File: config.mk
export PLATFORM = sky130hd
export DESIGN_NAME = imsic_msi_rx_flat
export DESIGN_NICKNAME = d
export VERILOG_FILES = /design/src/rtl/imsic_pkg.sv /design/src/rtl/imsic_msi_rx_if.sv /design/src/rtl/imsic_msi_decode.sv /design/src/rtl/imsic_msi_rx.sv /design/src/flat_wrapper.sv
export SDC_FILE = /design/constraint.sdc
export NUM_CORES = 1
export LEC_CHECK = 0
export ABC_AREA = 1
export CORE_MARGIN = 5
export CORE_UTILIZATION = 30
export DETAILED_ROUTE_END_ITERATION = 16
export GPL_ROUTABILITY_DRIVEN = 0
export MAX_ROUTING_LAYER = met4
export PLACE_DENSITY = 0.59
export SLEW_MARGIN = 20
export SYNTH_ARGS = -nofsm -noshare
export SYNTH_HDL_FRONTEND = slang
export SYNTH_SLANG_ARGS = --single-unit
File: constraint.sdc
create_clock -name i_clk -period 3.9 [get_ports i_clk]
set_input_delay 0.39 -clock i_clk [delete_from_list [all_inputs] [get_ports i_clk]]
set_output_delay 0.39 -clock i_clk [all_outputs]
set_load 0.01 [all_outputs]
File: src/rtl/imsic_pkg.sv
// ============================================================================
// Module      : imsic_pkg
// Description : Shared types and constants for the IMSIC MSI write responder.
// Revision    : 1.0 - initial release
// ============================================================================
`default_nettype none

package imsic_pkg;

    // Responder FSM states; explicit 3-bit encoding.
    typedef enum logic [2:0] {
        ST_IDLE   = 3'd0,
        ST_GET_W  = 3'd1,
        ST_GET_AW = 3'd2,
        ST_DECODE = 3'd3,
        ST_EMIT   = 3'd4,
        ST_RESP   = 3'd5
    } imsic_msi_state_e;

    // Register offsets inside one 4 KiB interrupt-file page.
    localparam logic [11:0] SETIPNUM_LE_OFF = 12'h000;
    localparam logic [11:0] SETIPNUM_BE_OFF = 12'h004;
    localparam int          IMSIC_PAGE_W    = 12;

    // AXI write response codes.
    localparam logic [1:0]  AXI_RESP_OKAY   = 2'b00;
    localparam logic [1:0]  AXI_RESP_DECERR = 2'b11;

    // Byte reversal used by the big-endian setipnum register.
    function automatic logic [31:0] bswap32(input logic [31:0] d);
        return {d[7:0], d[15:8], d[23:16], d[31:24]};
    endfunction

endpackage

`default_nettype wire

File: src/rtl/imsic_msi_rx_if.sv
// ============================================================================
// Module      : imsic_msi_rx_if
// Description : AXI4-Lite write channels plus the set-pending request bundle
//               seen by the MSI responder.
// Revision    : 1.0 - initial release
// ============================================================================
`default_nettype none

interface imsic_msi_rx_if #(
    parameter int ADDR_W = 32,
    parameter int FILE_W = 3,
    parameter int ID_W   = 6
);
    logic              i_aw_valid;
    logic              o_aw_ready;
    logic [ADDR_W-1:0] i_aw_addr;
    logic              i_w_valid;
    logic              o_w_ready;
    logic [31:0]       i_w_data;
    logic [3:0]        i_w_strb;
    logic              o_b_valid;
    logic              i_b_ready;
    logic [1:0]        o_b_resp;
    logic              o_set_valid;
    logic              i_set_ready;
    logic [FILE_W-1:0] o_set_file;
    logic [ID_W-1:0]   o_set_id;

    // Responder side.
    modport slave (
        input  i_aw_valid, i_aw_addr, i_w_valid, i_w_data, i_w_strb,
               i_b_ready, i_set_ready,
        output o_aw_ready, o_w_ready, o_b_valid, o_b_resp,
               o_set_valid, o_set_file, o_set_id
    );

    // Initiator / interrupt-file side.
    modport master (
        output i_aw_valid, i_aw_addr, i_w_valid, i_w_data, i_w_strb,
               i_b_ready, i_set_ready,
        input  o_aw_ready, o_w_ready, o_b_valid, o_b_resp,
               o_set_valid, o_set_file, o_set_id
    );
endinterface

`default_nettype wire

File: src/rtl/imsic_msi_decode.sv
// ============================================================================
// Module      : imsic_msi_decode
// Description : Combinational MSI decode: address -> interrupt file, data ->
//               identity, plus legality filtering and response code.
// Revision    : 1.0 - initial release
// ============================================================================
`default_nettype none

module imsic_msi_decode
    import imsic_pkg::*;
#(
    parameter int              ADDR_W       = 32,
    parameter logic [ADDR_W-1:0] BASE_ADDR  = 32'h2400_0000,
    parameter int              NR_FILES_TOT = 8,
    parameter int              NR_IDS       = 64,
    parameter int              FILE_W       = $clog2(NR_FILES_TOT),
    parameter int              ID_W         = $clog2(NR_IDS)
) (
    input  wire logic [ADDR_W-1:0] i_addr,
    input  wire logic [31:0]       i_data,
    input  wire logic [3:0]        i_strb,
    output logic [FILE_W-1:0]      o_file,
    output logic [ID_W-1:0]        o_id,
    output logic                   o_valid_set,
    output logic [1:0]             o_resp
);

    localparam int                PAGE_W     = ADDR_W - IMSIC_PAGE_W;
    localparam logic [PAGE_W-1:0] c_nr_pages = PAGE_W'(NR_FILES_TOT);
    localparam logic [31:0]       c_nr_ids   = 32'(NR_IDS);

    logic [ADDR_W-1:0]       w_off;
    logic [PAGE_W-1:0]       w_page;
    logic [IMSIC_PAGE_W-1:0] w_reg;
    logic [31:0]             w_id32;
    logic                    w_decerr;
    logic                    w_reg_ok;
    logic                    w_id_ok;

    assign w_off  = i_addr - BASE_ADDR;
    assign w_page = w_off[ADDR_W-1:IMSIC_PAGE_W];
    assign w_reg  = w_off[IMSIC_PAGE_W-1:0];

    // Below the window wraps the subtraction, so it is checked explicitly.
    assign w_decerr = (i_addr < BASE_ADDR) || (w_page >= c_nr_pages);

    assign w_id32   = (w_reg == SETIPNUM_BE_OFF) ? bswap32(i_data) : i_data;
    assign w_reg_ok = (w_reg == SETIPNUM_LE_OFF) || (w_reg == SETIPNUM_BE_OFF);

    // Full 32-bit range check so high garbage bits never alias a legal id.
    assign w_id_ok  = (w_id32 != 32'd0) && (w_id32 < c_nr_ids);

    assign o_valid_set = !w_decerr && w_reg_ok && (i_strb == 4'hF) && w_id_ok;
    assign o_resp      = w_decerr ? AXI_RESP_DECERR : AXI_RESP_OKAY;
    assign o_file      = w_page[FILE_W-1:0];
    assign o_id        = w_id32[ID_W-1:0];

endmodule

`default_nettype wire

File: src/rtl/imsic_msi_rx.sv
// ============================================================================
// Module      : imsic_msi_rx
// Description : AXI4-Lite write responder terminating MSIs; emits one
//               set-pending request per legal MSI before returning B.
// Revision    : 1.0 - initial release
// ============================================================================
`default_nettype none

module imsic_msi_rx
    import imsic_pkg::*;
#(
    parameter int                NR_HARTS  = 4,
    parameter int                NR_FILES  = 2,
    parameter int                NR_IDS    = 64,
    parameter int                ADDR_W    = 32,
    parameter logic [ADDR_W-1:0] BASE_ADDR = 32'h2400_0000
) (
    input  wire logic        i_clk,
    input  wire logic        i_rst,
    imsic_msi_rx_if.slave    bus
);

    localparam int NR_FILES_TOT = NR_HARTS * NR_FILES;
    localparam int FILE_W       = $clog2(NR_FILES_TOT);
    localparam int ID_W         = $clog2(NR_IDS);

    imsic_msi_state_e  r_state;
    imsic_msi_state_e  w_next;

    logic [ADDR_W-1:0] r_addr;
    logic [31:0]       r_data;
    logic [3:0]        r_strb;
    logic [FILE_W-1:0] r_file;
    logic [ID_W-1:0]   r_id;
    logic [1:0]        r_resp;

    logic              w_aw_ready;
    logic              w_w_ready;
    logic              w_set_valid;
    logic              w_b_valid;
    logic              w_aw_hs;
    logic              w_w_hs;

    logic [FILE_W-1:0] w_dec_file;
    logic [ID_W-1:0]   w_dec_id;
    logic              w_dec_valid;
    logic [1:0]        w_dec_resp;

    imsic_msi_decode #(
        .ADDR_W       (ADDR_W),
        .BASE_ADDR    (BASE_ADDR),
        .NR_FILES_TOT (NR_FILES_TOT),
        .NR_IDS       (NR_IDS),
        .FILE_W       (FILE_W),
        .ID_W         (ID_W)
    ) u_decode (
        .i_addr      (r_addr),
        .i_data      (r_data),
        .i_strb      (r_strb),
        .o_file      (w_dec_file),
        .o_id        (w_dec_id),
        .o_valid_set (w_dec_valid),
        .o_resp      (w_dec_resp)
    );

    assign w_aw_hs = w_aw_ready & bus.i_aw_valid;
    assign w_w_hs  = w_w_ready  & bus.i_w_valid;

    // State register.
    always_ff @(posedge i_clk or posedge i_rst) begin
        if (i_rst) begin
            r_state <= ST_IDLE;
        end else begin
            r_state <= w_next;
        end
    end

    // Next-state logic: one transaction in flight, B only after the set.
    always_comb begin
        w_next = r_state;
        case (r_state)
            ST_IDLE: begin
                if (w_aw_hs && w_w_hs) w_next = ST_DECODE;
                else if (w_aw_hs)      w_next = ST_GET_W;
                else if (w_w_hs)       w_next = ST_GET_AW;
            end
            ST_GET_W:  if (w_w_hs)  w_next = ST_DECODE;
            ST_GET_AW: if (w_aw_hs) w_next = ST_DECODE;
            ST_DECODE: w_next = w_dec_valid ? ST_EMIT : ST_RESP;
            ST_EMIT:   if (bus.i_set_ready) w_next = ST_RESP;
            ST_RESP:   if (bus.i_b_ready)   w_next = ST_IDLE;
            default:   w_next = ST_IDLE;
        endcase
    end

    // Output decode; reset forces every output low within the same cycle.
    always_comb begin
        w_aw_ready  = 1'b0;
        w_w_ready   = 1'b0;
        w_set_valid = 1'b0;
        w_b_valid   = 1'b0;
        if (!i_rst) begin
            case (r_state)
                ST_IDLE: begin
                    w_aw_ready = 1'b1;
                    w_w_ready  = 1'b1;
                end
                ST_GET_W:  w_w_ready   = 1'b1;
                ST_GET_AW: w_aw_ready  = 1'b1;
                ST_EMIT:   w_set_valid = 1'b1;
                ST_RESP:   w_b_valid   = 1'b1;
                default: ;
            endcase
        end
    end

    // Capture AW/W payloads on their handshakes and the decode result.
    always_ff @(posedge i_clk or posedge i_rst) begin
        if (i_rst) begin
            r_addr <= '0;
            r_data <= '0;
            r_strb <= '0;
            r_file <= '0;
            r_id   <= '0;
            r_resp <= AXI_RESP_OKAY;
        end else begin
            if (w_aw_hs) begin
                r_addr <= bus.i_aw_addr;
            end
            if (w_w_hs) begin
                r_data <= bus.i_w_data;
                r_strb <= bus.i_w_strb;
            end
            if (r_state == ST_DECODE) begin
                r_file <= w_dec_file;
                r_id   <= w_dec_id;
                r_resp <= w_dec_resp;
            end
        end
    end

    assign bus.o_aw_ready  = w_aw_ready;
    assign bus.o_w_ready   = w_w_ready;
    assign bus.o_set_valid = w_set_valid;
    assign bus.o_set_file  = w_set_valid ? r_file : '0;
    assign bus.o_set_id    = w_set_valid ? r_id   : '0;
    assign bus.o_b_valid   = w_b_valid;
    assign bus.o_b_resp    = w_b_valid ? r_resp : AXI_RESP_OKAY;

endmodule

`default_nettype wire

File: src/flat_wrapper.sv
// flat-port wrapper written by rule: the top's interface ports become plain ports
module imsic_msi_rx_flat import imsic_pkg::*;
#(
    parameter int                NR_HARTS  = 4,
    parameter int                NR_FILES  = 2,
    parameter int                NR_IDS    = 64,
    parameter int                ADDR_W    = 32,
    parameter logic [ADDR_W-1:0] BASE_ADDR = 32'h2400_0000
)
  (i_clk, i_rst, bus_i_aw_valid, bus_i_aw_addr, bus_i_w_valid, bus_i_w_data, bus_i_w_strb, bus_i_b_ready, bus_i_set_ready, bus_o_aw_ready, bus_o_w_ready, bus_o_b_valid, bus_o_b_resp, bus_o_set_valid, bus_o_set_file, bus_o_set_id);
  imsic_msi_rx_if #(.ADDR_W(ADDR_W), .FILE_W(3), .ID_W(6)) bus_i ();
  input  wire logic i_clk;
  input  wire logic i_rst;
  input wire logic [$bits(bus_i.i_aw_valid)-1:0] bus_i_aw_valid;
  input wire logic [$bits(bus_i.i_aw_addr)-1:0] bus_i_aw_addr;
  input wire logic [$bits(bus_i.i_w_valid)-1:0] bus_i_w_valid;
  input wire logic [$bits(bus_i.i_w_data)-1:0] bus_i_w_data;
  input wire logic [$bits(bus_i.i_w_strb)-1:0] bus_i_w_strb;
  input wire logic [$bits(bus_i.i_b_ready)-1:0] bus_i_b_ready;
  input wire logic [$bits(bus_i.i_set_ready)-1:0] bus_i_set_ready;
  output wire logic [$bits(bus_i.o_aw_ready)-1:0] bus_o_aw_ready;
  output wire logic [$bits(bus_i.o_w_ready)-1:0] bus_o_w_ready;
  output wire logic [$bits(bus_i.o_b_valid)-1:0] bus_o_b_valid;
  output wire logic [$bits(bus_i.o_b_resp)-1:0] bus_o_b_resp;
  output wire logic [$bits(bus_i.o_set_valid)-1:0] bus_o_set_valid;
  output wire logic [$bits(bus_i.o_set_file)-1:0] bus_o_set_file;
  output wire logic [$bits(bus_i.o_set_id)-1:0] bus_o_set_id;
  assign bus_i.i_aw_valid = bus_i_aw_valid;
  assign bus_i.i_aw_addr = bus_i_aw_addr;
  assign bus_i.i_w_valid = bus_i_w_valid;
  assign bus_i.i_w_data = bus_i_w_data;
  assign bus_i.i_w_strb = bus_i_w_strb;
  assign bus_i.i_b_ready = bus_i_b_ready;
  assign bus_i.i_set_ready = bus_i_set_ready;
  assign bus_o_aw_ready = bus_i.o_aw_ready;
  assign bus_o_w_ready = bus_i.o_w_ready;
  assign bus_o_b_valid = bus_i.o_b_valid;
  assign bus_o_b_resp = bus_i.o_b_resp;
  assign bus_o_set_valid = bus_i.o_set_valid;
  assign bus_o_set_file = bus_i.o_set_file;
  assign bus_o_set_id = bus_i.o_set_id;
  imsic_msi_rx #(.NR_HARTS(NR_HARTS), .NR_FILES(NR_FILES), .NR_IDS(NR_IDS), .ADDR_W(ADDR_W), .BASE_ADDR(BASE_ADDR)) u_core (.i_clk(i_clk), .i_rst(i_rst), .bus(bus_i));
endmodule
### Word-level counts from Yosys, hierarchy flattened

Cells that the tools add are included.

* bits in registers: 82
* input bits: 74

* equality and inequality tests: 12
* bitwise logic cells: 2
* add/sub/neg operators: 1
* reduce and logical (&&, ||, !) cells: 14
* multiplexer cells: 22
* order comparisons: 3

Operators with widths (count)
* < comparator 32 x 30 -> 1 bit, second input constant: 1
* < comparator 32 x 7 -> 1 bit, second input constant: 1
* 2-to-1 mux 32 bit: 1
* nonzero test 32 bit: 1
* subtractor 32 x 30 -> 32 bit, second input constant: 1
* 2-to-1 mux 3 bit: 8
* greater-or-equal comparator 20 x 4 -> 1 bit, second input constant: 1
* case mux 3 bit (6 select lines): 1
* == test 12 x 3 -> 1 bit, second input constant: 1
* logical NOT 12 bit: 1
* 2-to-1 mux 1 bit: 9
* == test 3 x 2 -> 1 bit, second input constant: 2
* == test 3 bit, second input constant: 2
* 2-to-1 mux 6 bit: 1
* logical AND 1 bit: 5
* AND reduction 5 bit: 1
* == test 4 bit, second input constant: 1
* 2-to-1 mux 2 bit: 2
* inequality test 2 x 1 -> 1 bit, second input constant: 2
* inequality test 2 bit, second input constant: 2
* inequality test 4 x 1 -> 1 bit, second input constant: 1
* OR reduction 2 bit: 2
* == test 3 x 1 -> 1 bit, second input constant: 1
* logical NOT 3 bit: 1
* 3 further kinds: 5

### Depth between registers and ports, before layout

Gate-level depths: netlist (run 1).

* word-level depth: 9
* gate-level depth with buffers: 13
* gate-level depth less buffers: 13

### By module

A second synthesis (run 1) with hierarchy kept.

* cells, all modules: 427
* area, all modules: 3975.1 um^2

By module, submodules not included
* imsic_msi_rx: sequential area each 2052.0 um^2, instances 1, area each 3529.6 um^2, cells each 333
* imsic_msi_decode: sequential area each 0.0 um^2, instances 1, area each 445.4 um^2, cells each 94

### Least setup slack after synthesis (run 1)

OpenSTA, ideal clock, no wires.

* path type: reg-to-output
* start: reg u_core.r_state[2]
* end: out bus_o_b_resp[1]
* stages on the path, launching flop included: 5
* arrival time: 1.281 ns
* setup slack: 2.229 ns
* required time: 3.510 ns
* path buffers: 1
* cell sequence: dfrtp_1 inv_2 nor3_1 and2_1 buf_4

* longest elaborated chain between the ends: 4

RTL lines
* from (decl): RTL line imsic_msi_rx.sv:27 `imsic_msi_state_e r_state;`
* from (signal assigned): RTL line imsic_msi_rx.sv:74 `r_state <= w_next;`
* == test 3 bit: RTL line imsic_msi_rx.sv:103 `case (r_state)`
* 2-to-1 mux 1 bit: RTL line imsic_msi_rx.sv:103
* 2-to-1 mux 1 bit: RTL line imsic_msi_rx.sv:102 `if (!i_rst) begin`
* named net bus_o_b_valid: RTL line flat_wrapper.sv:23 `output wire logic [$bits(bus_i.o_b_valid)-1:0] bus_o_b_valid;`
* 2-to-1 mux 2 bit: RTL line imsic_msi_rx.sv:148 `assign bus.o_b_resp = w_b_valid ? r_resp : AXI_RESP_OKAY;`
* to (decl): RTL line flat_wrapper.sv:24 `output wire logic [$bits(bus_i.o_b_resp)-1:0] bus_o_b_resp;`

The timed path passes the listed nets, and every way through them passes these cells.

### Final worst setup path (run 1)

* start: reg u_core.r_state[2]
* end: out bus_o_set_id[2]

* longest elaborated chain between the ends: 4

RTL lines
* == test 3 bit: RTL line imsic_msi_rx.sv:103
* 2-to-1 mux 1 bit: RTL line imsic_msi_rx.sv:103
* 2-to-1 mux 1 bit: RTL line imsic_msi_rx.sv:102
* 2-to-1 mux 6 bit: RTL line imsic_msi_rx.sv:146 `assign bus.o_set_id = w_set_valid ? r_id : '0;`
* to (decl): RTL line flat_wrapper.sv:27 `output wire logic [$bits(bus_i.o_set_id)-1:0] bus_o_set_id;`

Every way passes these cells.

==> results by stage, run 1 <==
Pwr:
- Summed over all cells, the static leakage comes to between 2 and 2.5 nW.
- In this run the power density over the cells is between 600 and 700 mW/mm2.
- The worst IR drop on VDD is 0.2492 mV.

Setup path:
- The startpoint of the most critical register-to-register path is u_core.r_state[2]$_DFFE_PP0P_.
- Counting both buffers and inverters, the worst setup path holds a total of 4.
- On the worst path, the slowest cell contributes a delay of 540 ps.
- The highest net fanout along the worst path is 9.
- The worst register-to-register path has a setup slack of around 1900 ps.
- The launching element type of the critical path is a flip-flop.
- The endpoint arrival time on the critical path is 2130 ps.
- The endpoint identified for the worst register-to-register timing path is u_core.r_state[0]$_DFFE_PP0P_.
- The category of the critical setup timing path is flip-flop to output pin.
- The element type at the critical path end is an output pin.
- In this run the number of cells on the critical path is 7.
- The most frequent cell on the critical path is nor2_1.
- The worst register-to-register path has a depth of 8.
- The largest individual stage delay along the critical path comes from the cell clkdlybuf4s50_1.
- On the critical path the largest part of the delay comes from buffers and inverters.
- Traced cell by cell, the critical path runs through inv_2 > nor2_1 > inv_1 > nor2_1 > inv_2 > nor2_1 > clkdlybuf4s50_1.
- The endpoint required time on the critical path is about 3500 ps.

CTS:
- The number of buffers added to fix hold violations after cts is 0.
- Post-CTS timing repair inserted 0 buffers for setup.
- Clock-pin slew was measured on the worst setup and hold paths at about 60 ps.
- The clock buffer count from CTS is 9.
- After clock tree synthesis, the repair step resized 0 gates.
- The H-tree was split into 3 levels.
- The maximum clock insertion buffer count is 2.
- The clock drives between 80 and 90 sinks.
- The later pin in the worst-skew pair is clocked with a latency of 330 ps.
- The clock tree root driver cell is clkbuf_16.
- TritonCTS built the clock tree.

Floorplanning:
- Measured along the y axis, the die boundary spans approximately 120 um.
- The area of the die is between 0.01 and 0.015 mm2.
- The total I/O pin count is 89.
- The core area is around 0.012 mm2.
- The floorplan has 40 rows.
- The die is about 120 um wide.
- The initial utilization of the core area, before any placement, comes to 0.3040.

STA:
- The max-slew violation total from the final report came to 0.
- Across the routed clock network, the largest skew measured is around 4.4 ps.
- The setup TNS after final layout is 0 ps.
- Setup repair after global routing left no endpoint under its margin.
- The highest achievable clock rate is just under 0.4 GHz.
- The worst relative slew slack is 0.4112.
- At the pin with the least slew margin, the transition time is ~880 ps.
- The final setup violation count is 0.
- The routed design could run at a clock period as short as between 2000 and 3000 ps.
- The number of failing hold endpoints at the final stage was 0.
- Hold is met by 480.2 ps.
- In the finished design, the share of the clock period the worst path needs comes to 0.6472.

Routing:
- The number of iterations in the first detailed-routing pass is 4.
- The number of routed nets with antenna violations is 0.
- The via density per instance is around 4.5.
- The routed layout has 2913 vias.
- After the first detailed-routing iteration, the DRC count stood at roughly 150.
- After detailed routing, the average wire length per cell comes to around 13 um.
- In the routed design, unresolved DRC markers number 0.
- The aggregate routed wire length is around 8400 um.

Run:
- Across the run, the number of max-cap violations was 0.

Placed design:
- The HPWL after detailed placement is 6424 um.
- The number of port buffers is 88.

GRT:
- Summed over all layers, the global routing overflow is 0.
- The number of global-route vias before repair is ~3000.
- In the global route stage, overall resource usage came out at 0.1267.
- The first-pass GRT wire length is 14120 um.
- The initial antenna violation count came to 0.
- Entering global routing, the biggest net connects 46 pins.

Logic synthesis:
- The count of cell types in the netlist is 29.
- For this run, the register share of the synthesized area comes to 0.5598.
- The cell count after synthesis came out at ~410.
- The mapped netlist covers 0.003621 mm2.
- The average cell area after synthesis is a little under 9 um2.
- The number of nets handed over by synthesis was between 400 and 500.
- The Yosys step of the flow raised 0 warnings.
- The register bit count reported by yosys is about 80.

Layout:
- The multi-input combinational cells in the finished layout cover a total of 0.001349 mm2.
- The number of antenna diodes in the final layout is 0.
- The area growth from synthesis to layout is 35.80%.
- In the final design database the tool counted 575 nets.
- The layout cell share with drive strength beyond 1 is 0.07312.
- The area of all sequential standard cells is 0.002027 mm2.
- The number of filler instances in the final layout is about 1200.

Status:
- The run finished with clean final reports.

Min path:
- The worst hold path terminates at u_core.r_addr[23]$_DFFE_PP0P_.
- The cell count of the worst hold path is 2.
- The type of the tightest min-delay check is flip-flop to flip-flop.
- The startpoint identified for the worst hold timing path is u_core.r_addr[23]$_DFFE_PP0P_.
## placed cells by master, fill, tap and decap left out, drive strengths merged
cell,netlist,final
a211oi,1,1
nor3,6,6
mux2,20,20
o32ai,1,1
clkdlybuf4s50,0,88
clkinvlp,0,1
o21bai,1,1
o21ai,15,15
dfrtp,81,81
nand4,6,6
nor2,66,66
bufinv,0,1
nand3,12,12
and2,1,1
xor2,1,1
a31oi,1,1
a21oi,18,18
clkinv,0,5
clkbuf,2,9
buf,13,4
inv,40,40
nand2,127,127
nand3b,1,1
## worst register-to-register path, delay by kind of cell (launching register included)
kind	cells	cell delay, ps
flops	1	480
simple gates	6	1310
buf+inv	2	110
## worst max-delay path by stage
stage	start	end	slack (ps)
global route	u_core.r_state[2]$_DFFE_PP0P_	bus_o_set_file[0]	1180
floorplan	i_rst	u_core.r_addr[0]$_DFFE_PP0P_	1430
global placement	i_rst	u_core.r_state[1]$_DFFE_PP0P_	1440
detailed placement	i_rst	u_core.r_state[1]$_DFFE_PP0P_	1390
CTS	u_core.r_state[2]$_DFFE_PP0P_	bus_o_set_id[2]	1360
finish	u_core.r_state[2]$_DFFE_PP0P_	bus_o_set_id[2]	1380
## cells in the mapped netlist, drive strengths merged
master / number / area share
nor3: 6 / 0.013
nand3b: 1 / 0.0021
o21bai: 1 / 0.0021
nor2: 66 / 0.075
a21oi: 18 / 0.025
dfrtp: 81 / 0.56
nand4: 6 / 0.010
o21ai: 15 / 0.021
clkbuf: 2 / 0.0021
nand3: 12 / 0.017
buf: 13 / 0.025
mux2: 20 / 0.062
xor2: 1 / 0.0024
a211oi: 1 / 0.0021
o32ai: 1 / 0.0024
a31oi: 1 / 0.0017
nand2: 127 / 0.13
inv: 40 / 0.041
and2: 1 / 0.0017
## metrics by stage
step / std cells / util / worst slack, ps / total power [W] / cell area, um2
after floorplan: 413 / - / 1430 / 0.002153 / 3621
after global placement: 637 / 0.3878 / 1439 / 0.002420 / 4619
after detailed placement: 637 / 0.3878 / 1390 / 0.002474 / 4619
after CTS: 653 / 0.4126 / 1364 / 0.003324 / 4915
after global routing: 653 / 0.4128 / 1180 / 0.003538 / 4917
final: 653 / 0.4128 / 1376 / 0.003279 / 4917
## sequential cells by signal, summed over array words and instances (netlist names)
| name | count |
|---|---|
| u_core.r_addr | 32 |
| u_core.r_data | 32 |
| u_core.r_id | 6 |
| u_core.r_strb | 4 |
| u_core.r_file | 3 |
| u_core.r_state | 3 |
| u_core.r_resp | 1 |
## kinds of logic after synthesis
group / synth area share
simple gates: 0.2533
flops: 0.5598
buf+inv: 0.06842
compound gates: 0.05391
mux: 0.06220
xor+xnor: 0.002419
## layer usage
metal	track usage	up-vias	wire length, um
met4	0.05655	0	164
met1	0.1589	1369	3940
met5	-	-	0
li1	-	1474	-
met3	0.01932	11	295
met2	0.2041	59	4036
## report_power, final
group	internal, W	switching, W	leakage [nW]	total (W)
clock	0.000495	0.000339	0.146	0.000834
sequential	0.00124	0.000221	0.966	0.00146
combinational	0.000435	0.000547	1.17	0.000983
total	0.00217	0.00111	2.29	0.00328
## area by class of cell
cell class	instances	share of cell area
clock buffers	9	0.04580
clock inverters	7	0.01425
flip-flops and latches	81	0.4122
multi-input cells	277	0.2743
inverters	40	0.03079
well taps	147	0.03740
repair buffers	92	0.1852
No activity file was read; power rests on OpenSTA's default activity.
==> run 2: changes to the inputs <==
Clock period 3.9 ns to 2.4 ns, I/O delays scaled along.
==> run 2 against run 1 <==
  * Sequential share of layout area is 0.22 points lower
  * Global-route usage is 0.12 points higher
  * Combinational power is 64% higher
  * Clock-buffer cell count is 3 higher
  * Clock power is 56% higher
  * First-iteration DRC count is 3.4% lower
  * Critical endpoint is now bus_o_set_id[0]
  * Highest routed layer unchanged
==> results by stage, run 2 (synthesized netlist as in run 1, its figures left out) <==
Layout:
- The count of nets after finishing is 577 (+0.35%).
- Leaving out fill and tap cells, the most frequent cell in the layout is nand2_1.
- In the final layout, the registers with the most flip-flops are u_core.r_addr: 32 flops, u_core.r_data: 32 flops, u_core.r_id: 6 flops.
- From synthesis to final layout, the design area changed by 36.70%.
- The final core area utilization was 0.4155 (+0.002731).
- The layout cell share with drive strength beyond 1 is 0.08071 (+0.007586).
- In the layout the commonest cells are nand2_1 (125), clkdlybuf4s50_1 (88), dfrtp_1 (79).
- The number of filler instances in the final layout came to 1224 (-0.082%).
- The final standard cell area without fillers is 0.004950 mm2 (+0.66%).
- The antenna diode count is 0 (unchanged).

Routing:
- The number of iterations in the first detailed-routing pass is 4 (unchanged).
- The number of routed nets with antenna violations is 0 (unchanged).
- The number of design rule violations left after detail routing is 0 (unchanged).
- The via density per instance came to 4.435 (-0.58%).
- The routed length per instance is 12.91 um (-0.10%).
- The number of vias in the routed layout is 2905 (-0.27%).
- The detailed router's first-iteration violation count was 144 (-3.4%).
- The aggregate routed wire length is 8454 um (+0.20%).

STA:
- The number of failing hold endpoints at the final stage is 0 (unchanged).
- The final setup violation count is 0 (unchanged).
- Setup repair after global routing left no endpoint under its margin.
- The final clock period utilization by the worst path is 0.9268.
- The max-slew violation total from the final report is 0 (unchanged).
- The worst relative slew slack came to 0.7005 (+0.2894).
- The shortest clock period the worst path allows after layout is roughly 2200 ps.
- The slack of the critical path is 175.8 ps (-1200 ps).
- The transition time at the pin with the least slew margin came to 448.7 ps (-431.4 ps).
- The setup TNS after final layout is 0 ps (unchanged).
- The clock skew came to 2.760 ps (-1.597 ps).
- Based on the critical path, the design can be clocked at up to between 0.4 and 0.5 GHz.

CTS:
- The maximum clock insertion buffer count is 2 (unchanged).
- The cell sitting at the root of the clock tree is a clkbuf_16.
- The clock tree from TritonCTS is built.
- The depth of the CTS H-tree is 3 (unchanged).
- The buffer count from post-CTS setup fixing came to 0 (unchanged).
- The clock buffer count from CTS is 9 (unchanged).
- The clock transition time at the flip-flop clock pins of the worst setup and hold paths is 60 ps (about the same).
- The clock insertion delay at the later pin of the skew report was 330 ps (about the same).
- The CTS sink count is 81 (unchanged).

Placed design:
- The cell area after placement is 0.004659 mm2 (+0.87%).
- The number of port buffers is 88 (unchanged).
- The final HPWL from detailed placement was 6261 um (-2.5%).
- The post-placement worst setup slack was 350.0 ps (-1040 ps).

Setup path:
- The category of the critical setup timing path is flip-flop to output pin.
- The endpoint arrival time on the critical path is 1980 ps (-150 ps).
- STA classifies the critical path endpoint as an output pin.
- STA classifies the critical path startpoint as a flip-flop.
- The highest net fanout along the worst path was 9 (unchanged).
- The endpoint required time on the critical path is 2160 ps (-1350 ps).
- The most critical setup path has its startpoint at u_core.r_state[0]$_DFFE_PP0P_.
- The slack of the worst reg-to-reg path is 770 ps (-1110 ps).
- The startpoint of the most critical register-to-register path is u_core.r_addr[10]$_DFFE_PP0P_.

Pwr:
- The total leakage power is 2.298 nW (+0.54%).
- The power density of the placed cells is 1068 mW/mm2 (+60%).
- The worst IR drop on VDD is 0.3236 mV (+30%).
- The total power is 0.005287 W (+61%).

GRT:
- The pin count of the biggest net entering global routing is 55 (+20%).
- The initial antenna violation count was 0 (unchanged).
- The number of global-route vias before repair came to 3015 (+0.23%).
- The residual overflow from global routing is 0 (unchanged).
- The overall global routing resource usage is 0.1279 (+0.001171).
- The first-pass GRT wire length is 14060 um (-0.39%).

Run:
- The number of max-cap violations was 0 (unchanged).

Floorplanning:
- The effective utilization at floorplan is 0.3040 (unchanged).
- The total I/O pin count is 89 (unchanged).
- The row count came to 40 (unchanged).
- The height of the chip came to 119.9 um (unchanged).
- The area of the die is 0.01437 mm2 (unchanged).
- The core area was 0.01191 mm2 (unchanged).
- The floorplan die width is 119.9 um (unchanged).

Min path:
- The type of the tightest min-delay check is primary input to asynchronous set/reset pin.

Status:
- The flow ran to the end, and the final reports show no timing, DRC or antenna violations.
## run 2: cell count changes in the layout (fill, tap and decap cells not counted), sizes merged
cell / before / now
clkinv: 5 / 3
bufinv: 1 / 0
clkbuf: 9 / 12
buf: 4 / 6
## run 2: cell type report
| type | count | area, um2 | share of cell area |
|---|---|---|---|
| multi-input cells | 277 | 1351 | 0.2730 |
| clock buffers | 12 | 256.5 | 0.05182 |
| well taps | 147 | 183.9 | 0.03716 |
| flip-flops and latches | 81 | 2029 | 0.4100 |
| clock inverters | 4 | 26.28 | 0.005308 |
| inverters | 40 | 151.4 | 0.03059 |
| repair buffers | 94 | 950.9 | 0.1921 |
## run 2: path summary, 6_finish.rpt
path	to	cells after the start
hold reg to reg	u_core.r_addr[25]$_DFFE_PP0P_	2
hold / removal	u_core.r_addr[0]$_DFFE_PP0P_	2
min in group i_clk	u_core.r_addr[18]$_DFFE_PP0P_	3
max in group asynchronous	u_core.r_state[0]$_DFFE_PP0P_	3
setup reg to reg	u_core.r_state[0]$_DFFE_PP0P_	12
setup / recovery	bus_o_set_id[0]	8
## run 2: worst max-delay path, cell delays in order (launching register included)
cell	delay (ps)
dfrtp_2	440
nor2_1	120
inv_1	70
nor2_2	100
inv_1	80
nor2_2	120
inv_2	90
nor2_1	90
clkdlybuf4s50_1	540
## run 2: layer usage
layer | routed length [um] | share of wire | up-vias | track usage
li1 | - | - | 1469 | -
met1 | 3811 | 0.45 | 1356 | 0.1567
met2 | 3990 | 0.47 | 67 | 0.1953
met3 | 447 | 0.053 | 13 | 0.02922
met4 | 204 | 0.024 | 0 | 0.07230
met5 | 0 | 0 | - | -
## run 2: metrics by stage
step | hold slack (ps) | std cells
after CTS | 407.9 | 655
final | 417.2 | 655
after global placement | 463.5 | 639
after floorplan | 349.6 | 413
after detailed placement | 466.1 | 639
after global routing | 438.1 | 655
## run 2: timing repair
action | CTS | global route
hold buffers | 0 | 0
gates resized for setup | 0 | 4
endpoints found under the setup margin | 0 | 9
## run 2: power by group
group	switching, W	internal, W	leakage, nW
combinational	0.000884	0.000726	1.20
clock	0.000541	0.000757	0.139
sequential	0.000358	0.00202	0.964
==> run 3: changes to the inputs <==
Settings changed: ABC_AREA 1 to unset, PLACE_DENSITY 0.59 to 0.6.
==> run 3 against run 2 <==
  * Sequential share of layout area is 0.84 points higher
  * Register-to-register slack worse by 340 ps
  * Sequential cell count is the same
  * Global-route usage fell by 0.62 points
  * Clock skew increased by 4.5 ps
  * Largest power group unchanged
==> results by stage, run 3 <==
Logic synthesis:
- The synthesis warning total is 0 (unchanged).
- The register bit count reported by yosys was 81 (unchanged).
- The synthesized cell area was 0.003446 mm2 (-4.8%).
- The leading cell type by number of instances after synthesis is dfrtp_1.
- The number of synthesized flops with an enable pin is 0 (unchanged).
- In the synthesized netlist, the cells that appear most often are dfrtp_1 (81), mux2_2 (71), nand2_1 (13).
- The area share of the largest cell type after synthesis is 0.5882 (+0.02846).
- The most common flop cell mapped by yosys is dfrtp_1.
- The proportion of synthesized chip area in sequential cells came to 0.5882 (+0.02846).
- The average cell area after synthesis is 13.84 um2 (+58%).
- The count of cell types in the netlist is 29 (unchanged).
- The synthesized net count was 323 (-34%).
- The largest area contributor in the netlist is dfrtp_1.
- The synthesized netlist cell count is 249 (-40%).
- Sorting the synthesized cells by area gives the leading types as dfrtp_1 (59%), mux2_2 (23%), mux2i_1 (2.0%).
- The post-synthesis async set-or-reset flop share is 1.000 (unchanged).

GRT:
- The number of global-route vias before repair is 2529 (-16%).
- The residual overflow from global routing is 0 (unchanged).
- The first-pass GRT wire length is 12590 um (-11%).
- The pin count of the biggest net entering global routing came to 82 (+49%).
- The overall global routing resource usage was 0.1217 (-0.006189).
- The initial antenna violation count is 0 (unchanged).

Setup path:
- On the critical path, the stage with the largest delay is an instance of dfrtp_1.
- The worst setup path is captured at an output pin.
- The critical path goes through nor4b_2 > buf_4 > and2_1 > clkdlybuf4s50_1.
- The cell depth of the worst flop-to-flop path was 4 (-8).
- The number of buffer and inverter instances along the worst setup path is 2 (-2).
- The cell type group with the largest total delay on the critical path is buffers and inverters.
- The endpoint required time on the critical path is 2160 ps (about the same).
- The endpoint arrival time on the critical path is 2000 ps (+20 ps).
- The startpoint identified for the worst register-to-register timing path is u_core.r_data[3]$_DFFE_PP0P_.
- The worst setup path is launched from a flip-flop.
- The slack of the worst reg-to-reg path came to 430 ps (-340 ps).
- The critical path is of the flip-flop to output pin type.
- The longest individual stage delay on the worst path was 580 ps (+40 ps).
- The endpoint of the worst register-to-register path is u_core.r_state[0]$_DFFE_PP0P_.
- The highest net fanout along the worst path is 12 (+3).

CTS:
- TritonCTS built the clock tree.
- The number of gates resized after CTS is 0 (unchanged).
- The clock insertion delay at the later pin of the skew report is 330 ps (about the same).
- The clock buffer count from CTS is 9 (unchanged).
- The maximum clock insertion buffer count is 2 (unchanged).
- The clock tree root driver cell is clkbuf_16.
- The clock transition time at the flip-flop clock pins of the worst setup and hold paths is 60 ps (about the same).
- The depth of the CTS H-tree is 3 (unchanged).
- The CTS sink count was 81 (unchanged).
- The number of buffers added to fix hold violations after cts is 0 (unchanged).
- The buffer count from post-CTS setup fixing is 0 (unchanged).

Placed design:
- The cell area after placement was 0.004534 mm2 (-2.7%).
- The post-placement worst setup slack came to 373.5 ps (+23.54 ps).
- The cell count after placement is 476 (-26%).
- The number of port buffers was 88 (unchanged).
- The final HPWL from detailed placement came to 5357 um (-14%).

Routing:
- The routed length per instance is 15.01 um (+16%).
- The detailed router's first-iteration violation count is 90 (-38%).
- The number of iterations in the first detailed-routing pass was 4 (unchanged).
- The aggregate routed wire length is 7386 um (-13%).
- The number of design rule violations left after detail routing came to 0 (unchanged).
- The number of vias in the routed layout is 2282 (-21%).
- The number of routed nets with antenna violations is 0 (unchanged).
- The via density per instance is 4.638 (+4.6%).

Min path:
- The hold path startpoint is u_core.r_id[4]$_DFFE_PP0P_.
- The worst hold path terminates at u_core.r_id[4]$_DFFE_PP0P_.
- The type of the tightest min-delay check is flip-flop to flip-flop.
- The worst hold path passes through 2 cells.

STA:
- The slack of the critical path is 156.1 ps (-19.66 ps).
- The worst relative slew slack came to 0.4965 (-0.2040).
- The highest achievable clock rate came to 0.4457 GHz (-0.88%).
- The shortest clock period the worst path allows after layout is 2244 ps (+19.66 ps).
- The final setup violation count is 0 (unchanged).
- The setup TNS after final layout came to 0 ps (unchanged).
- The final clock period utilization by the worst path was 0.9350 (+0.008190).
- The clock skew is 7.293 ps (+4.533 ps).
- The max-slew violation total from the final report is 0 (unchanged).
- The transition time at the pin with the least slew margin was 755.2 ps (+306.5 ps).
- The number of failing hold endpoints at the final stage is 0 (unchanged).
- Setup repair after global routing left no endpoint under its margin.

Run:
- The number of max-cap violations is 0 (unchanged).

Floorplanning:
- The effective utilization at floorplan is 0.3044 (+0.0003851).
- The area of the die is 0.01373 mm2 (-4.4%).
- The height of the chip was 117.2 um (-2.2%).
- The row count is 39 (-2.5%).
- The core area was 0.01132 mm2 (-5.0%).
- The floorplan die width came to 117.2 um (-2.2%).
- The total I/O pin count was 89 (unchanged).

Layout:
- The final standard cell area without fillers is 0.004845 mm2 (-2.1%).
- The area growth from synthesis to layout is 40.60%.
- The multi-input gate area in the final layout is 0.001344 mm2 (-0.56%).
- Leaving out fill and tap cells, the most frequent cell in the layout is clkdlybuf4s50_1.
- The antenna diode count came to 0 (unchanged).
- Leaving out fill and tap cells, the most frequent cells in the layout are clkdlybuf4s50_1 (88), dfrtp_1 (81), mux2_2 (71).
- The count of nets after finishing is 418 (-28%).
- The area of all sequential standard cells is 0.002027 mm2 (-0.12%).
- In the final layout, the registers with the most flip-flops are u_core.r_addr: 32 flops, u_core.r_data: 32 flops, u_core.r_id: 6 flops.
- The layout cell share with drive strength beyond 1 was 0.2951 (+0.2144).
- The final non-filler cell total was 492 (-25%).
- The number of filler instances in the final layout is 1094 (-11%).

Pwr:
- The power density of the placed cells is 1073 mW/mm2 (+0.49%).
- The total leakage power is 1.968 nW (-14%).
- The worst IR drop on VDD is 0.4030 mV (+25%).
- The total power is 0.005200 W (-1.6%).

Status:
- The run finished with clean final reports.
## run 3: kinds of logic (layout without fill, tap and decap cells)
group | Yosys count | count (layout) | share of synthesized area
flops | 81 | 81 | 0.5882
mux | 78 | 78 | 0.2524
simple gates | 60 | 60 | 0.1049
compound gates | 15 | 15 | 0.02832
buf+inv | 15 | 115 | 0.02614
## run 3: final cells by class
type | count | area share
flip-flops and latches | 81 | 0.4184
multi-input cells | 153 | 0.2774
repair buffers | 97 | 0.2017
clock buffers | 10 | 0.04933
well taps | 143 | 0.03693
clock inverters | 6 | 0.01395
inverters | 2 | 0.002324
## run 3: how the worst max path moves through the flow
stage | cells after the start | to | start
floorplan | 5 | u_core.r_state[0]$_DFFE_PP0P_ | i_rst
global placement | 5 | bus_o_b_resp[0] | i_rst
detailed placement | 5 | bus_o_b_resp[0] | i_rst
CTS | 4 | bus_o_set_file[0] | u_core.r_state[2]$_DFFE_PP0P_
global route | 4 | bus_o_set_file[0] | u_core.r_state[2]$_DFFE_PP0P_
finish | 4 | bus_o_set_file[0] | u_core.r_state[2]$_DFFE_PP0P_
## run 3: report_power, final
| group | switching, W | internal (W) | leakage (nW) |
|---|---|---|---|
| combinational | 0.000484 | 0.000874 | 0.868 |
| sequential | 0.000417 | 0.00205 | 0.967 |
| clock | 0.000537 | 0.000833 | 0.133 |
| total | 0.00144 | 0.00376 | 1.97 |
## run 3: through the flow
stage,hold WS (ps),util
detailed placement,463.4,0.4005
global placement,461.6,0.4005
CTS,477.1,0.4276
floorplan,391.6,-
finish,473.9,0.4279
global route,493.1,0.4279
## run 3: layer usage
metal,GRT usage,wire (um),vias up
li1,-,-,1092
met1,0.1566,3385,1128
met2,0.1882,3512,53
met3,0.03445,371,9
met4,0.03517,117,0
met5,-,0,-
## run 3: worst min-delay path: cells and delay by family (launching register included)
kind / cells / cell delay [ps]
AOI/OAI and AO/OA: 1 / 60
and+or+nand+nor: 1 / 40
DFF: 1 / 330
